===== config.mk =====
export PLATFORM = sky130hd
export DESIGN_NAME = cpu_subsys_timer_flat
export DESIGN_NICKNAME = d
export VERILOG_FILES = /design/src/rtl/cpu_subsys_timer_if.sv /design/src/rtl/cpu_subsys_timer.sv /design/src/flat_wrapper.sv
export SDC_FILE = /design/constraint.sdc
export NUM_CORES = 1
export LEC_CHECK = 0
export CORE_MARGIN = 2
export CORE_UTILIZATION = 60
export CTS_BUF_LIST = sky130_fd_sc_hd__clkbuf_4 sky130_fd_sc_hd__clkbuf_8
export DETAILED_ROUTE_END_ITERATION = 7
export HOLD_SLACK_MARGIN = 0.06
export PLACE_DENSITY_LB_ADDON = 0.25
export SKIP_CTS_REPAIR_TIMING = 1
export SLEW_MARGIN = 20
export SYNTH_ARGS = -nofsm -noshare
export SYNTH_HDL_FRONTEND = slang
export SYNTH_SLANG_ARGS = --single-unit

===== constraint.sdc =====
create_clock -name sys_clk -period 10.8 [get_ports sys_clk]
set_input_delay 3.24 -clock sys_clk [delete_from_list [all_inputs] [get_ports sys_clk]]
set_output_delay 3.24 -clock sys_clk [all_outputs]
set_load 0.02 [all_outputs]

===== src/rtl/cpu_subsys_timer_if.sv =====
// Peripheral memory bus between the CPU subsystem decoder and the machine timer.
// Master holds a request stable until a single-cycle mem_ready completion pulse.
interface cpu_subsys_timer_if #(
  parameter int ADDR_W = 3
);
  logic              mem_valid;
  logic [ADDR_W-1:0] mem_addr;
  logic              mem_write;
  logic [31:0]       mem_wdata;
  logic [3:0]        mem_wstrb;
  logic [31:0]       mem_rdata;
  logic              mem_ready;

  modport master (
    output mem_valid, mem_addr, mem_write, mem_wdata, mem_wstrb,
    input  mem_rdata, mem_ready
  );

  modport slave (
    input  mem_valid, mem_addr, mem_write, mem_wdata, mem_wstrb,
    output mem_rdata, mem_ready
  );
endinterface


===== src/rtl/cpu_subsys_timer.sv =====
// Machine timer: prescaled 64-bit mtime vs mtimecmp, level irq_timer to the core.
// Fixed 1-cycle bus latency; a new request is taken only while mem_ready is low.
module cpu_subsys_timer #(
  parameter int          ADDR_W    = 3,
  parameter int          PRESC_W   = 16,
  parameter logic [63:0] CMP_RESET = 64'hFFFF_FFFF_FFFF_FFFF
) (
  input  logic                     sys_clk,
  input  logic                     rst,
  cpu_subsys_timer_if.slave        bus,
  output logic                     irq_timer
);
  localparam logic [ADDR_W-1:0] A_CTRL   = ADDR_W'(0);
  localparam logic [ADDR_W-1:0] A_PRESC  = ADDR_W'(1);
  localparam logic [ADDR_W-1:0] A_MT_LO  = ADDR_W'(2);
  localparam logic [ADDR_W-1:0] A_MT_HI  = ADDR_W'(3);
  localparam logic [ADDR_W-1:0] A_CMP_LO = ADDR_W'(4);
  localparam logic [ADDR_W-1:0] A_CMP_HI = ADDR_W'(5);
  localparam logic [ADDR_W-1:0] A_STATUS = ADDR_W'(6);

  logic [1:0]         ctrl;
  logic [PRESC_W-1:0] presc;
  logic [PRESC_W-1:0] pcnt;
  logic [63:0]        mtime;
  logic [63:0]        mtimecmp;
  logic [31:0]        hi_shadow;
  logic               pending;

  logic               accept, wr_en, rd_en;
  logic               wr_ctrl, wr_presc, wr_mt_lo, wr_mt_hi, wr_cmp_lo, wr_cmp_hi, wr_status;
  logic               tick, cmp_hit, pending_nxt;
  logic [1:0]         ctrl_nxt;
  logic [PRESC_W-1:0] presc_nxt;
  logic [63:0]        mtime_nxt;
  logic [31:0]        rd_val;

  function automatic logic [31:0] merge(input logic [31:0] cur, input logic [31:0] wd,
                                        input logic [3:0] st);
    logic [31:0] r;
    for (int b = 0; b < 4; b++) r[b*8 +: 8] = st[b] ? wd[b*8 +: 8] : cur[b*8 +: 8];
    return r;
  endfunction

  assign accept = bus.mem_valid & ~bus.mem_ready;
  assign wr_en  = accept & bus.mem_write;
  assign rd_en  = accept & ~bus.mem_write;

  assign wr_ctrl   = wr_en & (bus.mem_addr == A_CTRL);
  assign wr_presc  = wr_en & (bus.mem_addr == A_PRESC);
  assign wr_mt_lo  = wr_en & (bus.mem_addr == A_MT_LO);
  assign wr_mt_hi  = wr_en & (bus.mem_addr == A_MT_HI);
  assign wr_cmp_lo = wr_en & (bus.mem_addr == A_CMP_LO);
  assign wr_cmp_hi = wr_en & (bus.mem_addr == A_CMP_HI);
  assign wr_status = wr_en & (bus.mem_addr == A_STATUS);

  assign tick    = ctrl[0] & (pcnt == presc);
  assign cmp_hit = mtime >= mtimecmp;
  // Compare hit takes priority over a concurrent write-1-to-clear.
  assign pending_nxt = cmp_hit |
                       (pending & ~(wr_status & bus.mem_wstrb[0] & bus.mem_wdata[0]));

  assign ctrl_nxt = bus.mem_wstrb[0] ? bus.mem_wdata[1:0] : ctrl;

  always_comb begin
    presc_nxt = presc;
    for (int i = 0; i < PRESC_W; i++)
      presc_nxt[i] = bus.mem_wstrb[i/8] ? bus.mem_wdata[i] : presc[i];
  end

  // A bus write to either half suppresses that cycle's tick for the whole counter.
  always_comb begin
    mtime_nxt = tick ? mtime + 64'd1 : mtime;
    if (wr_mt_lo)
      mtime_nxt = {mtime[63:32], merge(mtime[31:0], bus.mem_wdata, bus.mem_wstrb)};
    if (wr_mt_hi)
      mtime_nxt = {merge(mtime[63:32], bus.mem_wdata, bus.mem_wstrb), mtime[31:0]};
  end

  always_comb begin
    rd_val = '0;
    case (bus.mem_addr)
      A_CTRL:   rd_val = {30'd0, ctrl};
      A_PRESC:  rd_val = 32'(presc);
      A_MT_LO:  rd_val = mtime[31:0];
      A_MT_HI:  rd_val = hi_shadow;
      A_CMP_LO: rd_val = mtimecmp[31:0];
      A_CMP_HI: rd_val = mtimecmp[63:32];
      A_STATUS: rd_val = {31'd0, pending};
      default:  rd_val = '0;
    endcase
  end

  always_ff @(posedge sys_clk or posedge rst) begin
    if (rst) begin
      bus.mem_ready <= 1'b0;
      bus.mem_rdata <= '0;
      irq_timer     <= 1'b0;
      ctrl          <= '0;
      presc         <= '0;
      pcnt          <= '0;
      mtime         <= '0;
      mtimecmp      <= CMP_RESET;
      hi_shadow     <= '0;
      pending       <= 1'b0;
    end else begin
      bus.mem_ready <= accept;
      bus.mem_rdata <= rd_en ? rd_val : 32'd0;
      if (wr_ctrl) ctrl <= ctrl_nxt;
      if (wr_presc) begin
        presc <= presc_nxt;
        pcnt  <= '0;
      end else if (ctrl[0]) begin
        pcnt  <= tick ? '0 : pcnt + PRESC_W'(1);
      end
      mtime <= mtime_nxt;
      if (wr_cmp_lo)
        mtimecmp[31:0]  <= merge(mtimecmp[31:0], bus.mem_wdata, bus.mem_wstrb);
      if (wr_cmp_hi)
        mtimecmp[63:32] <= merge(mtimecmp[63:32], bus.mem_wdata, bus.mem_wstrb);
      // Latch the upper half so a LO-then-HI read pair is coherent across a carry.
      if (rd_en && bus.mem_addr == A_MT_LO) hi_shadow <= mtime[63:32];
      pending   <= pending_nxt;
      irq_timer <= ctrl[1] & pending_nxt;
    end
  end
endmodule


===== src/flat_wrapper.sv =====
// flat-port wrapper written by rule: the top's interface ports become plain ports
module cpu_subsys_timer_flat 
#(
  parameter int          ADDR_W    = 3,
  parameter int          PRESC_W   = 16,
  parameter logic [63:0] CMP_RESET = 64'hFFFF_FFFF_FFFF_FFFF
)
  (sys_clk, rst, irq_timer, bus_mem_valid, bus_mem_addr, bus_mem_write, bus_mem_wdata, bus_mem_wstrb, bus_mem_rdata, bus_mem_ready);
  cpu_subsys_timer_if #(.ADDR_W(ADDR_W)) bus_i ();
  input  logic sys_clk;
  input  logic rst;
  output logic irq_timer;
  input wire logic [$bits(bus_i.mem_valid)-1:0] bus_mem_valid;
  input wire logic [$bits(bus_i.mem_addr)-1:0] bus_mem_addr;
  input wire logic [$bits(bus_i.mem_write)-1:0] bus_mem_write;
  input wire logic [$bits(bus_i.mem_wdata)-1:0] bus_mem_wdata;
  input wire logic [$bits(bus_i.mem_wstrb)-1:0] bus_mem_wstrb;
  output wire logic [$bits(bus_i.mem_rdata)-1:0] bus_mem_rdata;
  output wire logic [$bits(bus_i.mem_ready)-1:0] bus_mem_ready;
  assign bus_i.mem_valid = bus_mem_valid;
  assign bus_i.mem_addr = bus_mem_addr;
  assign bus_i.mem_write = bus_mem_write;
  assign bus_i.mem_wdata = bus_mem_wdata;
  assign bus_i.mem_wstrb = bus_mem_wstrb;
  assign bus_mem_rdata = bus_i.mem_rdata;
  assign bus_mem_ready = bus_i.mem_ready;
  cpu_subsys_timer #(.ADDR_W(ADDR_W), .PRESC_W(PRESC_W), .CMP_RESET(CMP_RESET)) u_core (.sys_clk(sys_clk), .rst(rst), .bus(bus_i), .irq_timer(irq_timer));
endmodule

Yosys cells after proc, flatten, opt, wreduce, memory -nomap -nowiden:

Index checks and enable logic that the tools add are counted.

* bits in registers: 229
* latch bits: 0
* RAM bits: 0
* bits in read-only memories: 0
* input port bits: 43
* memories kept: 0

* add/subtract/negate cells: 2
* multipliers: 0
* div/mod/pow operators: 0
* order comparisons: 1
* equal/unequal tests: 16
* shift-type cells: 0
* muxes and demuxes: 12
* bitwise gates (word level): 20
* reductions and logical operators: 24

Operator list (number)
* one-hot mux 32 bit (7 select lines): 1
* two-way mux 64 bit: 3
* adder 64 x 1 -> 64 bit, second input constant: 1
* greater-or-equal comparator 64 bit: 1
* two-way mux 16 bit: 3
* two-way mux 32 bit: 1
* two-way mux 8 bit: 4
* AND reduction 3 bit: 8
* AND reduction 2 bit: 11
* != test 2 bit, second input constant: 9
* adder 16 x 1 -> 16 bit, second input constant: 1
* equality test 16 bit: 1
* AND 1 bit: 15
* equality test 3 bit, second input constant: 3
* equality test 3 x 2 -> 1 bit, second input constant: 2
* nonzero test 2 bit: 3
* inverter 1 bit: 4
* equality test 3 x 1 -> 1 bit, second input constant: 1
* logical NOT 3 bit: 1
* logical AND 1 bit: 1
* OR 1 bit: 1

Depth between registers and ports, before layout:

* word-level depth: 10
* depth in mapped cells: 9
* depth with buffers taken out: 8

Least setup slack after synthesis:

OpenSTA, ideal clock, no wires.

* path kind: input -> register
* start point: input port bus_mem_addr[1]
* end point: register u_core.mtime[49]
* data arrival time: 4.951 ns
* data required time: 10.665 ns
* setup slack: 5.714 ns
* stages on the path: 9
* cells stage by stage: buf_2 inv_1 nor2_1 clkbuf_1 clkbuf_1 clkbuf_1 a41oi_1 o21ai_0 o21ai_0

* longest elaborated chain between the ends: 4
* elaborated cells between the ends (all ways): 9

Ends and longest elaborated chain
* start, declared: line flat_wrapper.sv:14 `input wire logic [$bits(bus_i.mem_addr)-1:0] bus_mem_addr;`
* equality test 3 x 2 -> 1 bit, on equally long branches: line cpu_subsys_timer.sv:51, cpu_subsys_timer.sv:50
* AND 1 bit, on equally long branches: line cpu_subsys_timer.sv:51, cpu_subsys_timer.sv:50
* != test 2 bit (no source line) / nonzero test 2 bit (equally long branches)
* AND reduction 3 bit (no source line)
* end signal, assigned: line cpu_subsys_timer.sv:115 `mtime <= mtime_nxt;`
* end, declared: line cpu_subsys_timer.sv:24 `logic [63:0] mtime;`

Parallel ways exist; a longest one is shown, timed or not.
A chain may end at the register's enable or synchronous reset.

Worst setup path in the final report:

* start point: input port bus_mem_addr[1]
* end point: register u_core.mtime[37]

Same word-level chain as after synthesis.

==> results.toml <==
[outcome]
outcome = "complete, no violations"

[yosys]
synth-seq-cells = 229
synth_cells = 1388
syn_nets = 1497
post-synth-top-area-cell = "dfrtp_1"
synth_area_per_cell_um2 = 9.71
yosys-top-cells-area = "dfrtp_1 (31%), dfstp_2 (12%), mux2_2 (8.4%)"
synth_edf_count = 0
synth_cell_types = 77
ys_async_sr_fraction = 1.00
syn_area_mm2 = 0.0135
yosys_warnings = 0
synth_top_area_frac = 0.306
synth-main-ff-cell = "dfrtp_1"
yosysSeqAreaShare = 0.431

[sta]
finalSetupTns_ns = 0
final_hold_viol_count = 0
min_period_over_period = 0.549
holdWs_ns = 0.492
drv_slew = 0
tightest_slew_ns = 1.10
finalSetupViolCount = 0
relSlewSlack = 0.263
finClkSkew_ns = 0.0264
period_needed_ns = 5.93
max_freq_mhz = 169
rsz0062_at_grt = "false"

[floorplan]
start_util = 0.614
num_io_pins = 77
core_mm2 = 0.0220
die_w_um = 154
dieHeight_um = 154
dieArea_mm2 = 0.0237
std_cell_rows = 54

[layout]
final_common_cell = "dfrtp_1"
stdcell_count = 1767
final_nets = 1563
mostFrequentLayoutCells = "dfrtp_1 (165), nand2_1 (140), mux2_2 (101)"
area_delta_synth_final_pct = 14.1
nFillCells = 1633
post-route-util = 0.700
final_layout_size_suffix_gt1_frac = 0.190

[setup_path]
crit_start = "bus_mem_addr[1]"
worst_r2r_endpoint = "u_core.mtime[18]"
arrival_ns = 6.42
critPathLaunchType = "primary input"
end_kind = "flop"
cp_max_fo = 31
rr_worst_depth = 6
timing.rr.start = "u_core.pcnt[3]"
criticalPathCategory = "primary input to flop"
reg2reg_slack_ns = 7.37
endpoint = "u_core.mtime[37]"
cp.required_ns = 11.29

[worst_hold_path]
hp-class = "flop to flop"
min_path_cells = 2

[clocking]
clock-sinks = 229
cts_tree = "built"
clock_latency_ns = 0.56
clkTransAtPathRegs_ns = 0.06
numCtsBuffers = 41
htreeDepth = 2
clock_path_buffers = 3
cts_root_buffer = "clkbuf_8"

[drt]
drcViolationCount = 0
routed_wirelength_mm = 42.2
dr_total_vias = 12300
drt_pre_antenna_iters = 7
wl_per_cell_um = 23.9
viasPerCell = 6.93
ant_nets = 0
drt_iter0_markers = 1489

[place]
dpl.hpwl_mm = 29.4
place_congestion = 0.950
io_buffers = 76
dp_cells = 1691

[power_and_ir_drop]
power_mw = 2.42
pwr_density_cell_mw_per_mm2 = 157
peakVddDrop_v = 0.0000904
leakage_nw = 6.41

[global_routing]
grt_pass1_vias = 11900
grt_pass1_wl_mm = 66.3
antenna_found_initial = 1
grt-ovfl-total = 0
grt_max_degree = 156
grt_use_total = 0.359

[run]
cap_violations = 0
## report_power, final
part           switching, mW  internal [mW]  total, mW  leakage (nW)
Combinational          0.250          0.181      0.432          3.08
Sequential             0.106          0.983       1.09          2.85
Clock                  0.375          0.520      0.894         0.481
Total                  0.731           1.68       2.42          6.41
## stage by stage
stage	cell area, µm²	setup slack (ns)
after detailed placement	14500	4.07
after floorplan	13500	1.39
after global routing	15400	4.80
after CTS	15400	4.62
final	15400	4.87
after global placement	14500	4.11
## worst max-delay path, cell delays in order
cell and delay, ns:
clkdlybuf4s50_1 0.39, buf_4 0.21, inv_1 0.50, or2_2 0.64
nand3_2 0.65, nand2_1 0.54, a22o_1 0.22
## how the worst min path moves through the flow
stage / start / end / slack [ns]
5_1_grt: u_core.hi_shadow[20] / u_core.hi_shadow[20] / 0.52
4_1_cts: u_core.hi_shadow[25] / u_core.hi_shadow[25] / 0.49
6_report: u_core.hi_shadow[22] / u_core.hi_shadow[22] / 0.49
3_5_place_dp: u_core.hi_shadow[25] / u_core.hi_shadow[25] / 0.47
2_1_floorplan: u_core.hi_shadow[12] / u_core.hi_shadow[12] / 0.45
3_3_place_gp: u_core.hi_shadow[25] / u_core.hi_shadow[25] / 0.47
## cells by family (layout without fill, tap and decap cells)
kind of cell,Yosys count,after routing,share of synthesized area
AND/OR/NAND/NOR,454,454,0.170
adder cells (fa/ha/maj),66,66,0.0613
buffers and inverters,150,248,0.0444
other,0,1,0
XOR/XNOR,32,32,0.0208
AO/OA/AOI/OAI,344,344,0.178
multiplexers,113,113,0.0942
flip-flops,229,229,0.431
## synth_stat cells, types with 11 or more instances
library cell	number
xnor2_1	22
o22ai_1	16
and3_1	16
inv_1	78
ha_1	66
a22oi_1	43
nand4_1	39
o21ai_0	75
nand3_1	39
o211ai_1	12
nor4_1	13
a21oi_1	53
mux2_2	101
dfstp_2	64
nor3_1	32
a22o_1	20
nor2_1	101
mux2i_1	11
nand2_1	140
a222oi_1	14
and2_1	13
a31oi_1	14
clkbuf_1	53
dfrtp_1	165
## cell type report
type / count / area [µm²] / share of cell area
antenna: 1 / 2.50 / 0.000163
timing repair buffer: 95 / 903 / 0.0587
clock buffer: 65 / 801 / 0.0521
sequential: 229 / 5810 / 0.378
multi-input combinational: 1009 / 7100 / 0.462
tap: 280 / 350 / 0.0228
inverter: 78 / 305 / 0.0198
clock inverter: 10 / 105 / 0.00683
## flip-flops by register name (all words and copies together), names as in the netlist
signal and flops:
u_core.mtime 64, u_core.mtimecmp 64, u_core.bus.mem_rdata 32, u_core.hi_shadow 32
u_core.pcnt 16, u_core.presc 16, u_core.ctrl 2, u_core.bus.mem_ready 1
u_core.irq_timer 1, u_core.pending 1
## routing by layer
layer	up-vias	GRT usage	part of all wire
met5	-	0	0
met4	0	0.171	0.047
met3	160	0.0995	0.12
met2	883	0.508	0.42
met1	5905	0.511	0.41
li1	5306	-	-
(Power assumes the default switching activity.)
